`config.mk`:
```
export PLATFORM = sky130hd
export DESIGN_NAME = cp0_unit_flat
export DESIGN_NICKNAME = d
export VERILOG_FILES = /design/src/rtl/cp0_if.sv /design/src/rtl/cp0_unit.sv /design/src/flat_wrapper.sv
export SDC_FILE = /design/constraint.sdc
export NUM_CORES = 1
export LEC_CHECK = 0
export ABC_AREA = 1
export ABC_CLOCK_PERIOD_IN_PS = 4570
export BUFFER_PORTS_ARGS = -buffer_cell sky130_fd_sc_hd__buf_2
export CELL_PAD_IN_SITES_DETAIL_PLACEMENT = 1
export CELL_PAD_IN_SITES_GLOBAL_PLACEMENT = 2
export CORE_MARGIN = 2
export CORE_UTILIZATION = 25
export CTS_CLUSTER_DIAMETER = 200
export DETAILED_ROUTE_END_ITERATION = 8
export GPL_TIMING_DRIVEN = 0
export HOLD_SLACK_MARGIN = 0.03
export PLACE_DENSITY_LB_ADDON = 0.12
export SLEW_MARGIN = 30
export SYNTH_ARGS = -nofsm -noshare
export SYNTH_HDL_FRONTEND = slang
export SYNTH_SLANG_ARGS = --single-unit
```
`constraint.sdc`:
```
create_clock -name clk -period 4.57 [get_ports clk]
set_input_delay 0.2285 -clock clk [delete_from_list [all_inputs] [get_ports clk]]
set_output_delay 0.2285 -clock clk [all_outputs]
set_load 0.02 [all_outputs]
```
`src/rtl/cp0_if.sv`:
```
// Coprocessor-0 bus: controller strobes and EPC/IntReq return, plus the
// mtc0/mfc0 datapath ports.
interface cp0_if;
  logic        exl_set;
  logic        exl_clr;
  logic [31:0] epc_in;
  logic        we;
  logic [4:0]  waddr;
  logic [31:0] wdata;
  logic [4:0]  raddr;
  logic [31:0] rdata;
  logic        int_req;
  logic [31:0] epc_out;
  logic        exl;

  modport master (
    output exl_set, exl_clr, epc_in, we, waddr, wdata, raddr,
    input  rdata, int_req, epc_out, exl
  );

  modport slave (
    input  exl_set, exl_clr, epc_in, we, waddr, wdata, raddr,
    output rdata, int_req, epc_out, exl
  );
endinterface

```
`src/rtl/cp0_unit.sv`:
```
// Coprocessor-0 for the pipelined MIPS core: SR, Cause, EPC and PRId, with a
// synchroniser on the external interrupt lines feeding Cause.IP.
module cp0_unit #(
  parameter logic [31:0] PRID        = 32'h4D435055,
  parameter int unsigned HW_INT_W    = 6,
  parameter int unsigned SYNC_STAGES = 2
) (
  input  logic                clk,
  input  logic                reset,
  input  logic [HW_INT_W-1:0] hw_int,
  cp0_if.slave                bus
);

  localparam logic [4:0] REG_SR    = 5'd12;
  localparam logic [4:0] REG_CAUSE = 5'd13;
  localparam logic [4:0] REG_EPC   = 5'd14;
  localparam logic [4:0] REG_PRID  = 5'd15;

  logic [HW_INT_W-1:0] sync_q [SYNC_STAGES];

  logic [5:0]  im_q,  im_d;
  logic        ie_q,  ie_d;
  logic        exl_q, exl_d;
  logic [5:0]  ip_q,  ip_d;
  logic [4:0]  exc_q, exc_d;
  logic [31:0] epc_q, epc_d;

  logic        wr_sr;
  logic        wr_epc;
  logic [31:0] sr_w;
  logic [31:0] cause_w;

  always_ff @(posedge clk or posedge reset) begin
    if (reset) begin
      for (int unsigned i = 0; i < SYNC_STAGES; i++) sync_q[i] <= '0;
    end else begin
      sync_q[0] <= hw_int;
      for (int unsigned i = 1; i < SYNC_STAGES; i++) sync_q[i] <= sync_q[i-1];
    end
  end

  assign wr_sr  = bus.we && (bus.waddr == REG_SR);
  assign wr_epc = bus.we && (bus.waddr == REG_EPC);

  always_comb begin
    im_d  = im_q;
    ie_d  = ie_q;
    exl_d = exl_q;
    exc_d = exc_q;
    epc_d = epc_q;
    ip_d  = '0;
    ip_d[HW_INT_W-1:0] = sync_q[SYNC_STAGES-1];

    // exception entry owns SR and EPC this cycle; otherwise mtc0 applies and
    // eret then forces EXL low on top of any SR write
    if (bus.exl_set) begin
      exl_d = 1'b1;
      exc_d = '0;
      epc_d = bus.epc_in & 32'hFFFF_FFFC;
    end else begin
      if (wr_sr) begin
        im_d  = bus.wdata[15:10];
        exl_d = bus.wdata[1];
        ie_d  = bus.wdata[0];
      end
      if (wr_epc) epc_d = bus.wdata;
      if (bus.exl_clr) exl_d = 1'b0;
    end
  end

  always_ff @(posedge clk or posedge reset) begin
    if (reset) begin
      im_q  <= '0;
      ie_q  <= 1'b0;
      exl_q <= 1'b0;
      ip_q  <= '0;
      exc_q <= '0;
      epc_q <= '0;
    end else begin
      im_q  <= im_d;
      ie_q  <= ie_d;
      exl_q <= exl_d;
      ip_q  <= ip_d;
      exc_q <= exc_d;
      epc_q <= epc_d;
    end
  end

  assign sr_w    = {16'h0, im_q, 8'h0, exl_q, ie_q};
  assign cause_w = {16'h0, ip_q, 3'b000, exc_q, 2'b00};

  always_comb begin
    bus.rdata = '0;
    unique case (bus.raddr)
      REG_SR:    bus.rdata = sr_w;
      REG_CAUSE: bus.rdata = cause_w;
      REG_EPC:   bus.rdata = epc_q;
      REG_PRID:  bus.rdata = PRID;
      default:   bus.rdata = '0;
    endcase
  end

  assign bus.int_req = (|(ip_q & im_q)) & ie_q & ~exl_q;
  assign bus.epc_out = epc_q;
  assign bus.exl     = exl_q;

endmodule

```
`src/flat_wrapper.sv`:
```
// flat-port wrapper written by rule: the top's interface ports become plain ports
module cp0_unit_flat 
#(
  parameter logic [31:0] PRID        = 32'h4D435055,
  parameter int unsigned HW_INT_W    = 6,
  parameter int unsigned SYNC_STAGES = 2
)
  (clk, reset, hw_int, bus_exl_set, bus_exl_clr, bus_epc_in, bus_we, bus_waddr, bus_wdata, bus_raddr, bus_rdata, bus_int_req, bus_epc_out, bus_exl);
  cp0_if bus_i ();
  input  logic clk;
  input  logic reset;
  input  logic [HW_INT_W-1:0] hw_int;
  input wire logic [$bits(bus_i.exl_set)-1:0] bus_exl_set;
  input wire logic [$bits(bus_i.exl_clr)-1:0] bus_exl_clr;
  input wire logic [$bits(bus_i.epc_in)-1:0] bus_epc_in;
  input wire logic [$bits(bus_i.we)-1:0] bus_we;
  input wire logic [$bits(bus_i.waddr)-1:0] bus_waddr;
  input wire logic [$bits(bus_i.wdata)-1:0] bus_wdata;
  input wire logic [$bits(bus_i.raddr)-1:0] bus_raddr;
  output wire logic [$bits(bus_i.rdata)-1:0] bus_rdata;
  output wire logic [$bits(bus_i.int_req)-1:0] bus_int_req;
  output wire logic [$bits(bus_i.epc_out)-1:0] bus_epc_out;
  output wire logic [$bits(bus_i.exl)-1:0] bus_exl;
  assign bus_i.exl_set = bus_exl_set;
  assign bus_i.exl_clr = bus_exl_clr;
  assign bus_i.epc_in = bus_epc_in;
  assign bus_i.we = bus_we;
  assign bus_i.waddr = bus_waddr;
  assign bus_i.wdata = bus_wdata;
  assign bus_i.raddr = bus_raddr;
  assign bus_rdata = bus_i.rdata;
  assign bus_int_req = bus_i.int_req;
  assign bus_epc_out = bus_i.epc_out;
  assign bus_exl = bus_i.exl;
  cp0_unit #(.PRID(PRID), .HW_INT_W(HW_INT_W), .SYNC_STAGES(SYNC_STAGES)) u_core (.clk(clk), .reset(reset), .hw_int(hw_int), .bus(bus_i));
endmodule
```
==> impl_results.html, run 1 <==
<table>
<tr><th>Metric</th><th>Value</th></tr>
<tr><th colspan="2">Clock network</th></tr>
<tr><td>Clock Tree Buf Depth</td><td>2</td></tr>
<tr><td>Clock transition time at the flip-flop clock pins of the worst setup and hold paths</td><td>0.06 ns</td></tr>
<tr><td>Clock tree from TritonCTS</td><td>built</td></tr>
<tr><td>Clock root buffer master</td><td>clkbuf_16</td></tr>
<tr><td>Number of CTS-inserted buffers</td><td>9</td></tr>
<tr><td>Number of sinks on the clock net</td><td>58</td></tr>
<tr><td>Post-cts repair resize count</td><td>0</td></tr>
<tr><td>H-Tree Level Count</td><td>3</td></tr>
<tr><td>Setup Fix Bufs, Post-CTS</td><td>0</td></tr>
<tr><td>Clock Latency Late Sink</td><td>0.32 ns</td></tr>
<tr><th colspan="2">Die</th></tr>
<tr><td>Effective utilization at floorplan</td><td>25.9%</td></tr>
<tr><td>Chip Width</td><td>113 um</td></tr>
<tr><td>Placeable core region</td><td>11600 um2</td></tr>
<tr><td>I/O pins</td><td>151</td></tr>
<tr><td>Die Y</td><td>~110 um</td></tr>
<tr><td>Die footprint</td><td>12900 um2</td></tr>
<tr><td>Number of rows created at floorplan</td><td>39</td></tr>
<tr><th colspan="2">Setup path</th></tr>
<tr><td>Startpoint types</td><td>primary input</td></tr>
<tr><td>Class of the most critical setup path</td><td>primary input to output pin</td></tr>
<tr><td>Ordered list of cells on the worst path</td><td>buf_2, nor2_4, nand2_1, buf_2, nor2_1, buf_2</td></tr>
<tr><td>Launching point of the worst reg2reg path</td><td>u_core.bus.epc_out[12]</td></tr>
<tr><td>Max incr delay on CP</td><td>0.32 ns</td></tr>
<tr><td>Maximum fanout encountered on the critical timing path</td><td>10</td></tr>
<tr><td>Critical-path top delay cell</td><td>buf_2</td></tr>
<tr><td>Kind of capture point of the worst setup path</td><td>output pin</td></tr>
<tr><td>End point of the critical path</td><td>bus_rdata[29]</td></tr>
<tr><td>Worst setup slack for register-to-register paths</td><td>3.90 ns</td></tr>
<tr><td>Cell occurring most often along the worst timing path</td><td>buf_2</td></tr>
<tr><td>CP startpoint</td><td>bus_raddr[4]</td></tr>
<tr><td>CP Data Arrival Time</td><td>~1.5 ns</td></tr>
<tr><td>Depth of the most critical reg-to-reg path</td><td>2</td></tr>
<tr><td>Required time of the critical path</td><td>4.34 ns</td></tr>
<tr><td>Reg2reg end</td><td>u_core.bus.epc_out[12]</td></tr>
<tr><th colspan="2">Detailed routing</th></tr>
<tr><td>Number of violations reported at the end of detailed-routing iteration 0</td><td>126</td></tr>
<tr><td>Routed length per placed instance</td><td>between 15 and 20 um</td></tr>
<tr><td>Antenna Violating Nets Remaining</td><td>0</td></tr>
<tr><td>DRC violations left</td><td>0</td></tr>
<tr><td>Via density per instance</td><td>4.53</td></tr>
<tr><td>Final wirelength</td><td>11300 um</td></tr>
<tr><td>1st-pass router iterations</td><td>4</td></tr>
<tr><td>Total number of vias</td><td>3296</td></tr>
<tr><th colspan="2">Timing</th></tr>
<tr><td>Count of final max-slew check failures</td><td>0</td></tr>
<tr><td>Final Hold Violating Endpoints</td><td>0</td></tr>
<tr><td>Post-layout min period</td><td>1.76 ns</td></tr>
<tr><td>Setup total negative slack</td><td>0 ns</td></tr>
<tr><td>PnR worst setup slack</td><td>~2.8 ns</td></tr>
<tr><td>Number of setup violations in the final report</td><td>0</td></tr>
<tr><td>Worst slew slack as a fraction of its limit</td><td>about three fifths</td></tr>
<tr><td>Highest achievable clock rate</td><td>between 0.5 and 0.6 GHz</td></tr>
<tr><td>Final Hold Slack</td><td>0.155 ns</td></tr>
<tr><td>Tightest Pin Transition</td><td>0.573 ns</td></tr>
<tr><td>RSZ-0062 raised after global routing</td><td>no</td></tr>
<tr><td>Final Skew</td><td>0.00398 ns</td></tr>
<tr><td>Portion of the clock cycle consumed by the worst path in the final layout</td><td>38.6%</td></tr>
<tr><th colspan="2">Pwr</th></tr>
<tr><td>Part of the total power dissipated in sequential elements</td><td>38.6%</td></tr>
<tr><td>Internal power consumption</td><td>1100 uW</td></tr>
<tr><td>Leakage power of the design</td><td>approximately 0.0026 uW</td></tr>
<tr><td>Net Switching</td><td>448 uW</td></tr>
<tr><td>Clock power share</td><td>44.2%</td></tr>
<tr><td>Pwr/cell area</td><td>358 nW/um2</td></tr>
<tr><td>Combinational share of power</td><td>around 17%</td></tr>
<tr><td>Worst IR Drop VDD</td><td>145 uV</td></tr>
<tr><td>Sw frac</td><td>between 20 and 30%</td></tr>
<tr><th colspan="2">Place</th></tr>
<tr><td>Setup slack after placement</td><td>2.77 ns</td></tr>
<tr><td>Placed cell area</td><td>3940 um2</td></tr>
<tr><td>Quantity of I/O buffers inserted on ports</td><td>148</td></tr>
<tr><td>Last weighted congestion value of the routability-driven placer</td><td>0.725</td></tr>
<tr><td>Placed wire-length estimate after detailed placement</td><td>8450 um</td></tr>
<tr><th colspan="2">Synth</th></tr>
<tr><td>Syn Std Cell Area</td><td>2990 um2</td></tr>
<tr><td>Biggest area consumer among synthesized cells</td><td>dfrtp_1</td></tr>
<tr><td>Number of instances in the synthesized netlist</td><td>roughly 410</td></tr>
<tr><td>Post-Syn Nets</td><td>497</td></tr>
<tr><td>Sequential fraction of the synthesis area</td><td>48.5%</td></tr>
<tr><td>Simple-gate area share of the yosys netlist</td><td>43.2%</td></tr>
<tr><td>Seq cells post-synth</td><td>58</td></tr>
<tr><td>Compound-gate portion of the synthesized area</td><td>less than 1%</td></tr>
<tr><td>Post-synthesis mux area share</td><td>0%</td></tr>
<tr><td>Area share of fa/ha/maj cells after synthesis</td><td>0%</td></tr>
<tr><td>Largest family of logic cells by synthesized area</td><td>simple AND/OR/NAND/NOR gates</td></tr>
<tr><td>Yosys Warn Count</td><td>0</td></tr>
<tr><td>Number of unique standard cell types used by synthesis</td><td>17</td></tr>
<tr><td>Leading post-synthesis cells by cell area</td><td>dfrtp_1 (48%), nand2_1 (24%), nand3_1 (13%), inv_1 (2.6%), nor2_1 (2.6%)</td></tr>
<tr><td>Post-synth top area share</td><td>between 40% and 50%</td></tr>
<tr><td>Average footprint of a synthesized cell</td><td>approximately 7.3 um2</td></tr>
<tr><td>XOR/XNOR share of the synthesized area</td><td>0%</td></tr>
<tr><th colspan="2">Run</th></tr>
<tr><td>Number of max-cap violations</td><td>0</td></tr>
<tr><th colspan="2">Cells and area</th></tr>
<tr><td>Flip-flop and latch area</td><td>1450 um2</td></tr>
<tr><td>Number of nets in the finished design</td><td>664</td></tr>
<tr><td>Fraction of layout cells with a size suffix above 1</td><td>33.4%</td></tr>
<tr><td>Relative area change from synthesis to final layout</td><td>44.0%</td></tr>
<tr><td>Multi-input logic area</td><td>1310 um2</td></tr>
<tr><td>Antenna diode count</td><td>0</td></tr>
<tr><td>Layout Cell Area excl Fill</td><td>4310 um2</td></tr>
<tr><td>Filler instances</td><td>1503</td></tr>
<tr><th colspan="2">Hold path</th></tr>
<tr><td>Worst min-delay path category</td><td>primary input to register</td></tr>
<tr><td>Hold path cells</td><td>3</td></tr>
<tr><th colspan="2">GRT</th></tr>
<tr><td>Number of antenna violations at the first check in global routing</td><td>1</td></tr>
<tr><td>Grt ovf</td><td>0</td></tr>
<tr><td>GRT Util Overall</td><td>around 18%</td></tr>
<tr><td>Pin count of the biggest net entering global routing</td><td>41</td></tr>
<tr><td>First-pass GRT wire length</td><td>18200 um</td></tr>
<tr><td>Via count of the first global-routing pass</td><td>3497</td></tr>
<tr><th colspan="2">Status</th></tr>
<tr><td>Run status</td><td>completed</td></tr>
</table>
-- placed cells by master (no fill, tap or decap) --
| master | instances |
|---|---|
| buf_12 | 1 |
| buf_2 | 163 |
| buf_4 | 3 |
| buf_6 | 3 |
| bufinv_16 | 1 |
| clkbuf_1 | 3 |
| clkbuf_16 | 9 |
| clkbuf_8 | 1 |
| clkinv_2 | 2 |
| clkinv_4 | 1 |
| clkinvlp_4 | 1 |
| dfrtp_1 | 58 |
| dlygate4sd3_1 | 7 |
| inv_1 | 20 |
| inv_2 | 2 |
| inv_4 | 1 |
| inv_6 | 1 |
| nand2_1 | 193 |
| nand2_4 | 2 |
| nand3_1 | 76 |
| nand3b_1 | 1 |
| nand4_1 | 7 |
| nor2_1 | 21 |
| nor2_2 | 2 |
| nor2_4 | 2 |
| o211ai_1 | 2 |
| o21ai_0 | 1 |
-- area by class of cell --
class                      count  share of cell area [%]
timing repair buffer         156                    19.3
clock inverter                 6                    1.51
clock buffer                  10                    5.55
sequential                    58                    33.7
buffer                        24                    3.31
inverter                      23                    2.06
multi-input combinational    307                    30.5
tap                          143                    4.15
-- state kept, by name (all words and copies together) (netlist names) --
| name | flops |
|---|---|
| u_core.ie_q | 1 |
| u_core.bus.exl | 1 |
| u_core.ip_q | 6 |
| u_core.sync_q | 6 |
| u_core.ip_d | 6 |
| u_core.bus.epc_out | 32 |
| u_core.im_q | 6 |
-- metal layers --
layer	share of wire (%)	vias to the layer above	global-route usage, %
met2	48	110	30.1
met1	45	1543	24.2
met5	0	-	0
li1	-	1633	-
met3	5.9	10	3.93
met4	1.3	0	6.10
-- worst max-delay path, delay by kind of cell --
family / cells / cell delay [ns]
buf+inv: 3 / 0.62
simple gates: 3 / 0.67
-- stage by stage --
stage                     total power [uW]  std cells  utilization, %
final                                 1540        727            37.3
after global routing                  1620        727            37.3
after CTS                             1570        727            37.3
after detailed placement               872        704            34.0
after global placement                 863        703            33.8
after floorplan                        748        412               -
-- Yosys cell counts --
cell type  count
buf_2         15
buf_4          3
buf_6          3
clkbuf_1       3
dfrtp_1       58
inv_1         21
inv_2          2
nand2_1      193
nand2_4        2
nand3_1       76
nand3b_1       1
nand4_1        7
nor2_1        21
nor2_2         2
nor2_4         2
o211ai_1       2
o21ai_0        1
-- kinds of logic (layout without fill, tap and decap cells) --
logic type,after synthesis,in the layout
flip-flops,58,58
buffers and inverters,47,219
AND/OR/NAND/NOR,304,304
AO/OA/AOI/OAI,3,3
-- worst min path at each step --
stage	startpoint	endpoint	slack (ns)
floorplan	hw_int[4]	u_core.sync_q[10]	0.26
global placement	u_core.sync_q[8]	u_core.ip_d[2]	0.33
detailed placement	reset	u_core.bus.epc_out[19]	0.20
CTS	bus_wdata[0]	u_core.bus.epc_out[0]	0.15
global route	bus_wdata[0]	u_core.bus.epc_out[0]	0.17
finish	bus_wdata[0]	u_core.bus.epc_out[0]	0.15
-- power by group through the flow --
stage,Sequential (uW),Combinational [uW],Clock [uW]
after floorplan,633,115,0
after global placement,603,260,0
after detailed placement,605,266,0
after CTS,596,273,699
after global routing,602,300,721
final,596,267,682
-- timing repair --
item / 4_1_cts / 5_1_grt
hold buffers: 7 / 0
hold endpoints to repair: 24 / 0
endpoints found under the setup margin: 0 / 0
No activity file was read; power rests on OpenSTA's default activity.
==> run 2, diff against run 1 <==
Settings changed: ABC_AREA 1 to 0, ABC_CLOCK_PERIOD_IN_PS 4570 to 1650, CORE_UTILIZATION 25 to 26.
Clock period 4.57 ns to 1.65 ns, I/O delays scaled along.
==> run 2 against run 1 <==
Final cell count decreased by 12%; critical path depth decreased by 2; global-route usage increased by 0.88 points; clock skew decreased by 0.0016 ns; first-iteration DRC count decreased by 22%; sequential share of layout area decreased by 2.3 points; register-to-register slack got worse by 3.6 ns; via count decreased by 5.4%; synthesized area decreased by 1.0%; worst hold slack got worse by 0.12 ns; critical path type unchanged.
==> impl_results.html, run 2 <==
<table>
<tr><th>Metric</th><th>Value</th></tr>
<tr><th colspan="2">GRT</th></tr>
<tr><td>GRT Util Overall</td><td>19.2%</td></tr>
<tr><td>Grt ovf</td><td>0</td></tr>
<tr><td>Number of antenna violations at the first check in global routing</td><td>0</td></tr>
<tr><td>Via count of the first global-routing pass</td><td>about 3400</td></tr>
<tr><td>Pin count of the biggest net entering global routing</td><td>44</td></tr>
<tr><td>First-pass GRT wire length</td><td>18800 um</td></tr>
<tr><th colspan="2">Clock network</th></tr>
<tr><td>Number of sinks on the clock net</td><td>58</td></tr>
<tr><td>Clock tree from TritonCTS</td><td>built</td></tr>
<tr><td>Number of CTS-inserted buffers</td><td>9</td></tr>
<tr><td>H-Tree Level Count</td><td>3</td></tr>
<tr><td>Clock Tree Buf Depth</td><td>2</td></tr>
<tr><td>Clock Latency Late Sink</td><td>0.32 ns</td></tr>
<tr><td>Clock root buffer master</td><td>clkbuf_16</td></tr>
<tr><td>Clock transition time at the flip-flop clock pins of the worst setup and hold paths</td><td>roughly 0.050 ns</td></tr>
<tr><th colspan="2">Synth</th></tr>
<tr><td>Number of flops mapped to enable cells by yosys</td><td>0</td></tr>
<tr><td>Predominant post-synthesis flop cell</td><td>dfrtp_1</td></tr>
<tr><td>Number of instances in the synthesized netlist</td><td>293</td></tr>
<tr><td>Number of unique standard cell types used by synthesis</td><td>33</td></tr>
<tr><td>Seq cells post-synth</td><td>58</td></tr>
<tr><td>Post-synth top area share</td><td>approximately half</td></tr>
<tr><td>Post-Syn Nets</td><td>378</td></tr>
<tr><td>Yosys Warn Count</td><td>0</td></tr>
<tr><td>Top post-synthesis cells by count</td><td>dfrtp_1 (58), nand2_1 (34), inv_1 (32), nand4b_1 (30), o311ai_0 (30)</td></tr>
<tr><td>Sequential fraction of the synthesis area</td><td>between 40 and 50%</td></tr>
<tr><td>Biggest area consumer among synthesized cells</td><td>dfrtp_1</td></tr>
<tr><td>FFs w/ async S/R, synth</td><td>100%</td></tr>
<tr><td>Syn Std Cell Area</td><td>roughly 3000 um2</td></tr>
<tr><td>Count leader, synth</td><td>dfrtp_1</td></tr>
<tr><td>Average footprint of a synthesized cell</td><td>between 10 and 15 um2</td></tr>
<tr><td>Leading post-synthesis cells by cell area</td><td>dfrtp_1 (49%), nand4b_1 (8.9%), o311ai_0 (8.9%), nand2_1 (4.3%), inv_1 (4.1%)</td></tr>
<tr><th colspan="2">Cells and area</th></tr>
<tr><td>Fraction of layout cells with a size suffix above 1</td><td>about two fifths</td></tr>
<tr><td>Number of nets in the finished design</td><td>approximately 580</td></tr>
<tr><td>Relative area change from synthesis to final layout</td><td>56.1%</td></tr>
<tr><td>Most common library cell in the layout ignoring fill and taps</td><td>buf_2</td></tr>
<tr><td>Number of flip-flops in the largest register</td><td>32</td></tr>
<tr><td>Top library cells by usage in the layout, fill and taps aside</td><td>buf_2 (155), dfrtp_1 (58), dlygate4sd3_1 (43)</td></tr>
<tr><td>Antenna diode count</td><td>0</td></tr>
<tr><th colspan="2">Detailed routing</th></tr>
<tr><td>Number of violations reported at the end of detailed-routing iteration 0</td><td>98</td></tr>
<tr><td>1st-pass router iterations</td><td>4</td></tr>
<tr><td>Via density per instance</td><td>4.88</td></tr>
<tr><td>Routed length per placed instance</td><td>approximately 18 um</td></tr>
<tr><td>Total number of vias</td><td>3118</td></tr>
<tr><td>Final wirelength</td><td>11600 um</td></tr>
<tr><td>Antenna Violating Nets Remaining</td><td>0</td></tr>
<tr><td>DRC violations left</td><td>0</td></tr>
<tr><th colspan="2">Place</th></tr>
<tr><td>Last weighted congestion value of the routability-driven placer</td><td>0.772</td></tr>
<tr><td>Quantity of I/O buffers inserted on ports</td><td>146</td></tr>
<tr><td>Placed wire-length estimate after detailed placement</td><td>~8400 um</td></tr>
<tr><th colspan="2">Die</th></tr>
<tr><td>Die footprint</td><td>around 12000 um2</td></tr>
<tr><td>Number of rows created at floorplan</td><td>38</td></tr>
<tr><td>Effective utilization at floorplan</td><td>27.0%</td></tr>
<tr><td>Die Y</td><td>111 um</td></tr>
<tr><td>Placeable core region</td><td>11000 um2</td></tr>
<tr><td>Chip Width</td><td>111 um</td></tr>
<tr><td>I/O pins</td><td>151</td></tr>
<tr><th colspan="2">Timing</th></tr>
<tr><td>Highest achievable clock rate</td><td>0.652 GHz</td></tr>
<tr><td>Setup total negative slack</td><td>0 ns</td></tr>
<tr><td>Worst slew slack as a fraction of its limit</td><td>58.9%</td></tr>
<tr><td>Number of setup violations in the final report</td><td>0</td></tr>
<tr><td>Final Skew</td><td>between 0.002 and 0.0025 ns</td></tr>
<tr><td>Portion of the clock cycle consumed by the worst path in the final layout</td><td>around 93%</td></tr>
<tr><td>Count of final max-slew check failures</td><td>0</td></tr>
<tr><td>Tightest Pin Transition</td><td>0.612 ns</td></tr>
<tr><td>Post-layout min period</td><td>1.53 ns</td></tr>
<tr><td>RSZ-0062 raised after global routing</td><td>no</td></tr>
<tr><td>Final Hold Violating Endpoints</td><td>0</td></tr>
<tr><th colspan="2">Pwr</th></tr>
<tr><td>Pwr/cell area</td><td>889 nW/um2</td></tr>
<tr><td>Worst IR Drop VDD</td><td>~440 uV</td></tr>
<tr><td>Tot Pwr</td><td>4110 uW</td></tr>
<tr><td>Leakage power of the design</td><td>0.00229 uW</td></tr>
<tr><th colspan="2">Setup path</th></tr>
<tr><td>Ordered list of cells on the worst path</td><td>clkbuf_1, nor3b_4, a21o_1, buf_2</td></tr>
<tr><td>Top delay family on crit path</td><td>simple AND/OR/NAND/NOR gates</td></tr>
<tr><td>Class of the most critical setup path</td><td>primary input to output pin</td></tr>
<tr><td>CP Data Arrival Time</td><td>1.45 ns</td></tr>
<tr><td>Max incr delay on CP</td><td>between 0.6 and 0.7 ns</td></tr>
<tr><td>Required time of the critical path</td><td>around 1.6 ns</td></tr>
<tr><td>Critical-path top delay cell</td><td>nor3b_4</td></tr>
<tr><td>Maximum fanout encountered on the critical timing path</td><td>10</td></tr>
<tr><td>Kind of capture point of the worst setup path</td><td>output pin</td></tr>
<tr><td>Startpoint types</td><td>primary input</td></tr>
<tr><td>Buffers &amp; Inverters on Critical Path</td><td>2</td></tr>
<tr><th colspan="2">Status</th></tr>
<tr><td>Run status</td><td>completed</td></tr>
<tr><th colspan="2">Run</th></tr>
<tr><td>Number of max-cap violations</td><td>0</td></tr>
<tr><th colspan="2">Hold path</th></tr>
<tr><td>Worst min-delay path category</td><td>primary input to register</td></tr>
</table>
==> run 2: cell count changes in the layout (fill, tap and decap cells not counted), moves of 9 or more <==
cell,before,now
dlygate4sd3_1,7,43
inv_1,20,31
a21o_1,0,10
nand2_1,193,34
nand4b_1,0,30
nor4_1,0,14
o311ai_0,0,30
nand3_1,76,2
mux2_2,0,9
nor2_1,21,4
clkbuf_1,3,15
==> run 2: stage by stage <==
step	setup slack, ns	area (um2)	hold slack (ns)	util (%)	instances
floorplan	0.140	2960	0.114	-	293
global placement	-0.843	3870	0.191	35.2	579
detailed placement	-0.0145	3900	0.0405	35.5	580
CTS	0.0403	4620	0.0305	42.0	639
global route	0.0309	4630	0.0500	42.1	639
finish	0.116	4630	0.0357	42.1	639
==> run 2: path summary, 6_finish.rpt <==
check	start	end	slack, ns	cells after the start
min in group asynchronous	reset	u_core.bus.epc_out[20]	0.26	3
worst min register to register	u_core.ip_d[3]	u_core.ip_q[3]	0.35	0
worst min-delay path	bus_epc_in[12]	u_core.bus.epc_out[12]	0.04	3
worst max register to register	u_core.bus.epc_out[29]	u_core.bus.epc_out[29]	0.31	3
max in group asynchronous	reset	u_core.bus.epc_out[8]	0.89	4
worst max-delay path	bus_raddr[0]	bus_rdata[16]	0.12	4
==> run 2: cells by family (layout without fill, tap and decap cells) <==
family | Yosys count | after routing | synth area share [%]
simple gates | 103 | 103 | 22.7
buf+inv | 60 | 266 | 8.11
compound gates | 58 | 58 | 15.1
flops | 58 | 58 | 49.0
mux | 14 | 14 | 5.11
==> run 2: metal layers <==
| metal | routed length (um) | up-vias | part of all wire, % | track usage [%] |
|---|---|---|---|---|
| li1 | - | 1482 | - | - |
| met1 | 5380 | 1527 | 47 | 25.8 |
| met2 | 5390 | 101 | 47 | 30.8 |
| met3 | 667 | 8 | 5.8 | 4.76 |
| met4 | 122 | 0 | 1.1 | 5.33 |
| met5 | 0 | - | 0 | 0 |
==> run 2: area by class of cell <==
class                           count  area (um2)
Tap cell                          140         175
Timing Repair Buffer              190        1190
Buffer                             28         123
Clock buffer                       10         239
Multi-Input combinational cell    175        1280
Sequential cell                    58        1450
Fill cell                        1294        6360
Clock inverter                      6        42.5
Inverter                           32         123
==> run 2: repair_timing <==
| action | in CTS | in global routing |
|---|---|---|
| endpoints found under the hold margin | 100 | 0 |
| setup endpoints to repair | 10 | 5 |
| pin swaps | 0 | 0 |
| resized for setup | 1 | 5 |
| hold buffers | 43 | 0 |
| setup buffers | 0 | 0 |
==> run 2: where the power goes <==
part	internal [uW]	leakage [uW]	switching (uW)	total, uW
logic	331	0.00145	421	753
registers	1540	0.000706	79.0	1620
clock network	1060	0.000134	685	1740
total	2930	0.00229	1190	4110
==> run 2: worst min-delay path, stage by stage <==
cell and delay, ns:
buf_2 0.09, nand2_1 0.05, o311ai_0 0.09
==> run 3, diff against run 2 <==
Settings changed: ABC_CLOCK_PERIOD_IN_PS 1650 to 1500.
Clock period 1.65 ns to 1.5 ns, I/O delays scaled along.
==> run 3 against run 2 <==
Clock-buffer cell count rose by 2; sequential share of layout area fell by 1.8 points; critical path type is now register to output pin; power rose by 25%; worst setup slack got worse by 0.062 ns; worst hold slack got worse by 0.0065 ns; combinational power rose by 18%.
==> impl_results.html, run 3 (synthesis results as in run 2) <==
<table>
<tr><th>Metric</th><th>Value</th></tr>
<tr><th colspan="2">Detailed routing</th></tr>
<tr><td>Number of violations reported at the end of detailed-routing iteration 0</td><td>120</td></tr>
<tr><td>Antenna Violating Nets Remaining</td><td>0</td></tr>
<tr><td>Total number of vias</td><td>roughly 3300</td></tr>
<tr><td>Routed length per placed instance</td><td>18.5 um</td></tr>
<tr><td>1st-pass router iterations</td><td>4</td></tr>
<tr><td>Final wirelength</td><td>12200 um</td></tr>
<tr><td>Via density per instance</td><td>5.00</td></tr>
<tr><td>DRC violations left</td><td>0</td></tr>
<tr><th colspan="2">Pwr</th></tr>
<tr><td>Worst IR Drop VDD</td><td>between 400 and 500 uV</td></tr>
<tr><td>Pwr/cell area</td><td>1040 nW/um2</td></tr>
<tr><td>Combinational share of power</td><td>17.4%</td></tr>
<tr><td>Sw frac</td><td>25.6%</td></tr>
<tr><td>Part of the total power dissipated in sequential elements</td><td>34.7%</td></tr>
<tr><td>Internal power consumption</td><td>3810 uW</td></tr>
<tr><td>Clock power share</td><td>between 40 and 50%</td></tr>
<tr><td>Net Switching</td><td>1310 uW</td></tr>
<tr><td>Leakage power of the design</td><td>0.00240 uW</td></tr>
<tr><td>Tot Pwr</td><td>5120 uW</td></tr>
<tr><th colspan="2">Clock network</th></tr>
<tr><td>Number of sinks on the clock net</td><td>58</td></tr>
<tr><td>Clock transition time at the flip-flop clock pins of the worst setup and hold paths</td><td>~0.060 ns</td></tr>
<tr><td>H-Tree Level Count</td><td>3</td></tr>
<tr><td>Clock Tree Buf Depth</td><td>2</td></tr>
<tr><td>Clock Latency Late Sink</td><td>0.33 ns</td></tr>
<tr><td>Clock root buffer master</td><td>clkbuf_16</td></tr>
<tr><td>Clock tree from TritonCTS</td><td>built</td></tr>
<tr><td>Number of CTS-inserted buffers</td><td>9</td></tr>
<tr><th colspan="2">Setup path</th></tr>
<tr><td>Kind of capture point of the worst setup path</td><td>output pin</td></tr>
<tr><td>Maximum fanout encountered on the critical timing path</td><td>3</td></tr>
<tr><td>Depth of the most critical reg-to-reg path</td><td>3</td></tr>
<tr><td>Required time of the critical path</td><td>1.42 ns</td></tr>
<tr><td>End point of the critical path</td><td>bus_rdata[13]</td></tr>
<tr><td>Class of the most critical setup path</td><td>register to output pin</td></tr>
<tr><td>Worst setup slack for register-to-register paths</td><td>between 0.5 and 0.6 ns</td></tr>
<tr><td>CP startpoint</td><td>u_core.im_q[3]</td></tr>
<tr><td>Launching point of the worst reg2reg path</td><td>u_core.bus.exl</td></tr>
<tr><td>CP Data Arrival Time</td><td>1.37 ns</td></tr>
<tr><td>Reg2reg end</td><td>u_core.bus.exl</td></tr>
<tr><td>Startpoint types</td><td>register</td></tr>
<tr><th colspan="2">Status</th></tr>
<tr><td>Run status</td><td>completed</td></tr>
<tr><th colspan="2">Timing</th></tr>
<tr><td>Post-layout min period</td><td>1.45 ns</td></tr>
<tr><td>PnR worst setup slack</td><td>0.0540 ns</td></tr>
<tr><td>Final Hold Violating Endpoints</td><td>0</td></tr>
<tr><td>Count of final max-slew check failures</td><td>0</td></tr>
<tr><td>Setup total negative slack</td><td>0 ns</td></tr>
<tr><td>RSZ-0062 raised after global routing</td><td>yes</td></tr>
<tr><td>Number of setup violations in the final report</td><td>0</td></tr>
<tr><td>Portion of the clock cycle consumed by the worst path in the final layout</td><td>96.4%</td></tr>
<tr><td>Tightest Pin Transition</td><td>0.612 ns</td></tr>
<tr><td>Worst slew slack as a fraction of its limit</td><td>58.9%</td></tr>
<tr><td>Highest achievable clock rate</td><td>0.692 GHz</td></tr>
<tr><td>Final Hold Slack</td><td>between 0.02 and 0.03 ns</td></tr>
<tr><td>Final Skew</td><td>0.00263 ns</td></tr>
<tr><th colspan="2">GRT</th></tr>
<tr><td>Pin count of the biggest net entering global routing</td><td>24</td></tr>
<tr><td>First-pass GRT wire length</td><td>a little under 20000 um</td></tr>
<tr><td>Grt ovf</td><td>0</td></tr>
<tr><td>Number of antenna violations at the first check in global routing</td><td>0</td></tr>
<tr><td>GRT Util Overall</td><td>19.8%</td></tr>
<tr><td>Via count of the first global-routing pass</td><td>3490</td></tr>
<tr><th colspan="2">Cells and area</th></tr>
<tr><td>Fraction of layout cells with a size suffix above 1</td><td>between 30% and 40%</td></tr>
<tr><td>Core Util, Final</td><td>roughly 45%</td></tr>
<tr><td>Number of flip-flops in the largest register</td><td>32</td></tr>
<tr><td>Top library cells by usage in the layout, fill and taps aside</td><td>buf_2 (149), dfrtp_1 (58), dlygate4sd3_1 (52)</td></tr>
<tr><td>Number of nets in the finished design</td><td>596</td></tr>
<tr><td>Most common library cell in the layout ignoring fill and taps</td><td>buf_2</td></tr>
<tr><td>Filler instances</td><td>between 1000 and 1500</td></tr>
<tr><td>Relative area change from synthesis to final layout</td><td>65.5%</td></tr>
<tr><td>Antenna diode count</td><td>0</td></tr>
<tr><th colspan="2">Place</th></tr>
<tr><td>Setup slack after placement</td><td>-0.101 ns</td></tr>
<tr><td>Last weighted congestion value of the routability-driven placer</td><td>approximately 0.76</td></tr>
<tr><td>Placed wire-length estimate after detailed placement</td><td>8480 um</td></tr>
<tr><td>Quantity of I/O buffers inserted on ports</td><td>146</td></tr>
<tr><th colspan="2">Die</th></tr>
<tr><td>Die Y</td><td>111 um</td></tr>
<tr><td>Die footprint</td><td>12300 um2</td></tr>
<tr><td>Number of rows created at floorplan</td><td>38</td></tr>
<tr><td>Effective utilization at floorplan</td><td>roughly 27%</td></tr>
<tr><td>Chip Width</td><td>111 um</td></tr>
<tr><td>Placeable core region</td><td>~11000 um2</td></tr>
<tr><td>I/O pins</td><td>between 150 and 200</td></tr>
<tr><th colspan="2">Hold path</th></tr>
<tr><td>Worst min-delay path category</td><td>primary input to register</td></tr>
<tr><th colspan="2">Run</th></tr>
<tr><td>Number of max-cap violations</td><td>0</td></tr>
</table>
## run 3: cell types whose count changed in the layout (fill, tap and decap cells not counted), moves of 3 or more
cell           change
bufinv_16          +3
buf_4             +12
dlygate4sd3_1      +9
a21oi_1            -3
buf_2              -6
a21oi_2            +3
## run 3: metal layers
| layer | GRT usage, % | routed length [um] | vias up | share of wire, % |
|---|---|---|---|---|
| li1 | - | - | 1514 | - |
| met1 | 26.1 | 5420 | 1624 | 45 |
| met3 | 5.58 | 733 | 19 | 6.0 |
| met5 | 0 | 0 | - | 0 |
| met2 | 31.8 | 5780 | 121 | 48 |
| met4 | 5.75 | 227 | 0 | 1.9 |
## run 3: timing repair
item / 4_1_cts / 5_1_grt
hold buffers: 52 / 0
pin swaps: 0 / 1
buffers inserted: 0 / 7
hold endpoints to repair: 60 / 0
gates resized for setup: 3 / 12
endpoints found under the setup margin: 12 / 17
## run 3: through the flow
| stage | cells | area (um2) |
|---|---|---|
| after floorplan | 293 | 2970 |
| after global placement | 579 | 3870 |
| after CTS | 649 | 4810 |
| final | 656 | 4900 |
| after global routing | 656 | 4900 |
| after detailed placement | 581 | 3920 |
## run 3: critical path: stages, from the launching register on
cell	delay, ns
dfrtp_1	0.39
mux2i_1	0.08
or2_2	0.28
a21oi_2	0.12
buf_4	0.16
## run 3: cell type report
| type | instances | area [um2] | area share [%] |
|---|---|---|---|
| Tap cell | 140 | 175 | 3.57 |
| Inverter | 32 | 124 | 2.53 |
| Clock buffer | 12 | 256 | 5.23 |
| Timing Repair Buffer | 207 | 1370 | 27.9 |
| Buffer | 28 | 121 | 2.48 |
| Multi-Input combinational cell | 175 | 1310 | 26.7 |
| Clock inverter | 4 | 97.6 | 1.99 |
| Sequential cell | 58 | 1450 | 29.6 |
## run 3: how the worst min path moves through the flow
stage	from	to	slack [ns]	cells after the start
2_1_floorplan	hw_int[4]	u_core.sync_q[10]	0.11	0
4_1_cts	bus_wdata[24]	u_core.bus.epc_out[24]	0.03	3
3_5_place_dp	reset	u_core.sync_q[11]	0.11	2
5_1_grt	bus_wdata[7]	u_core.bus.epc_out[7]	0.04	3
3_3_place_gp	hw_int[1]	u_core.sync_q[7]	0.18	1
6_report	bus_wdata[27]	u_core.bus.epc_out[27]	0.03	3
## run 3: power by group through the flow
stage / logic [uW] / registers [uW] / clock network (uW)
2_1_floorplan: 310 / 1890 / 0
3_3_place_gp: 729 / 1800 / 0
3_5_place_dp: 750 / 1810 / 0
4_1_cts: 864 / 1780 / 2490
5_1_grt: 974 / 1800 / 2570
6_report: 889 / 1780 / 2450
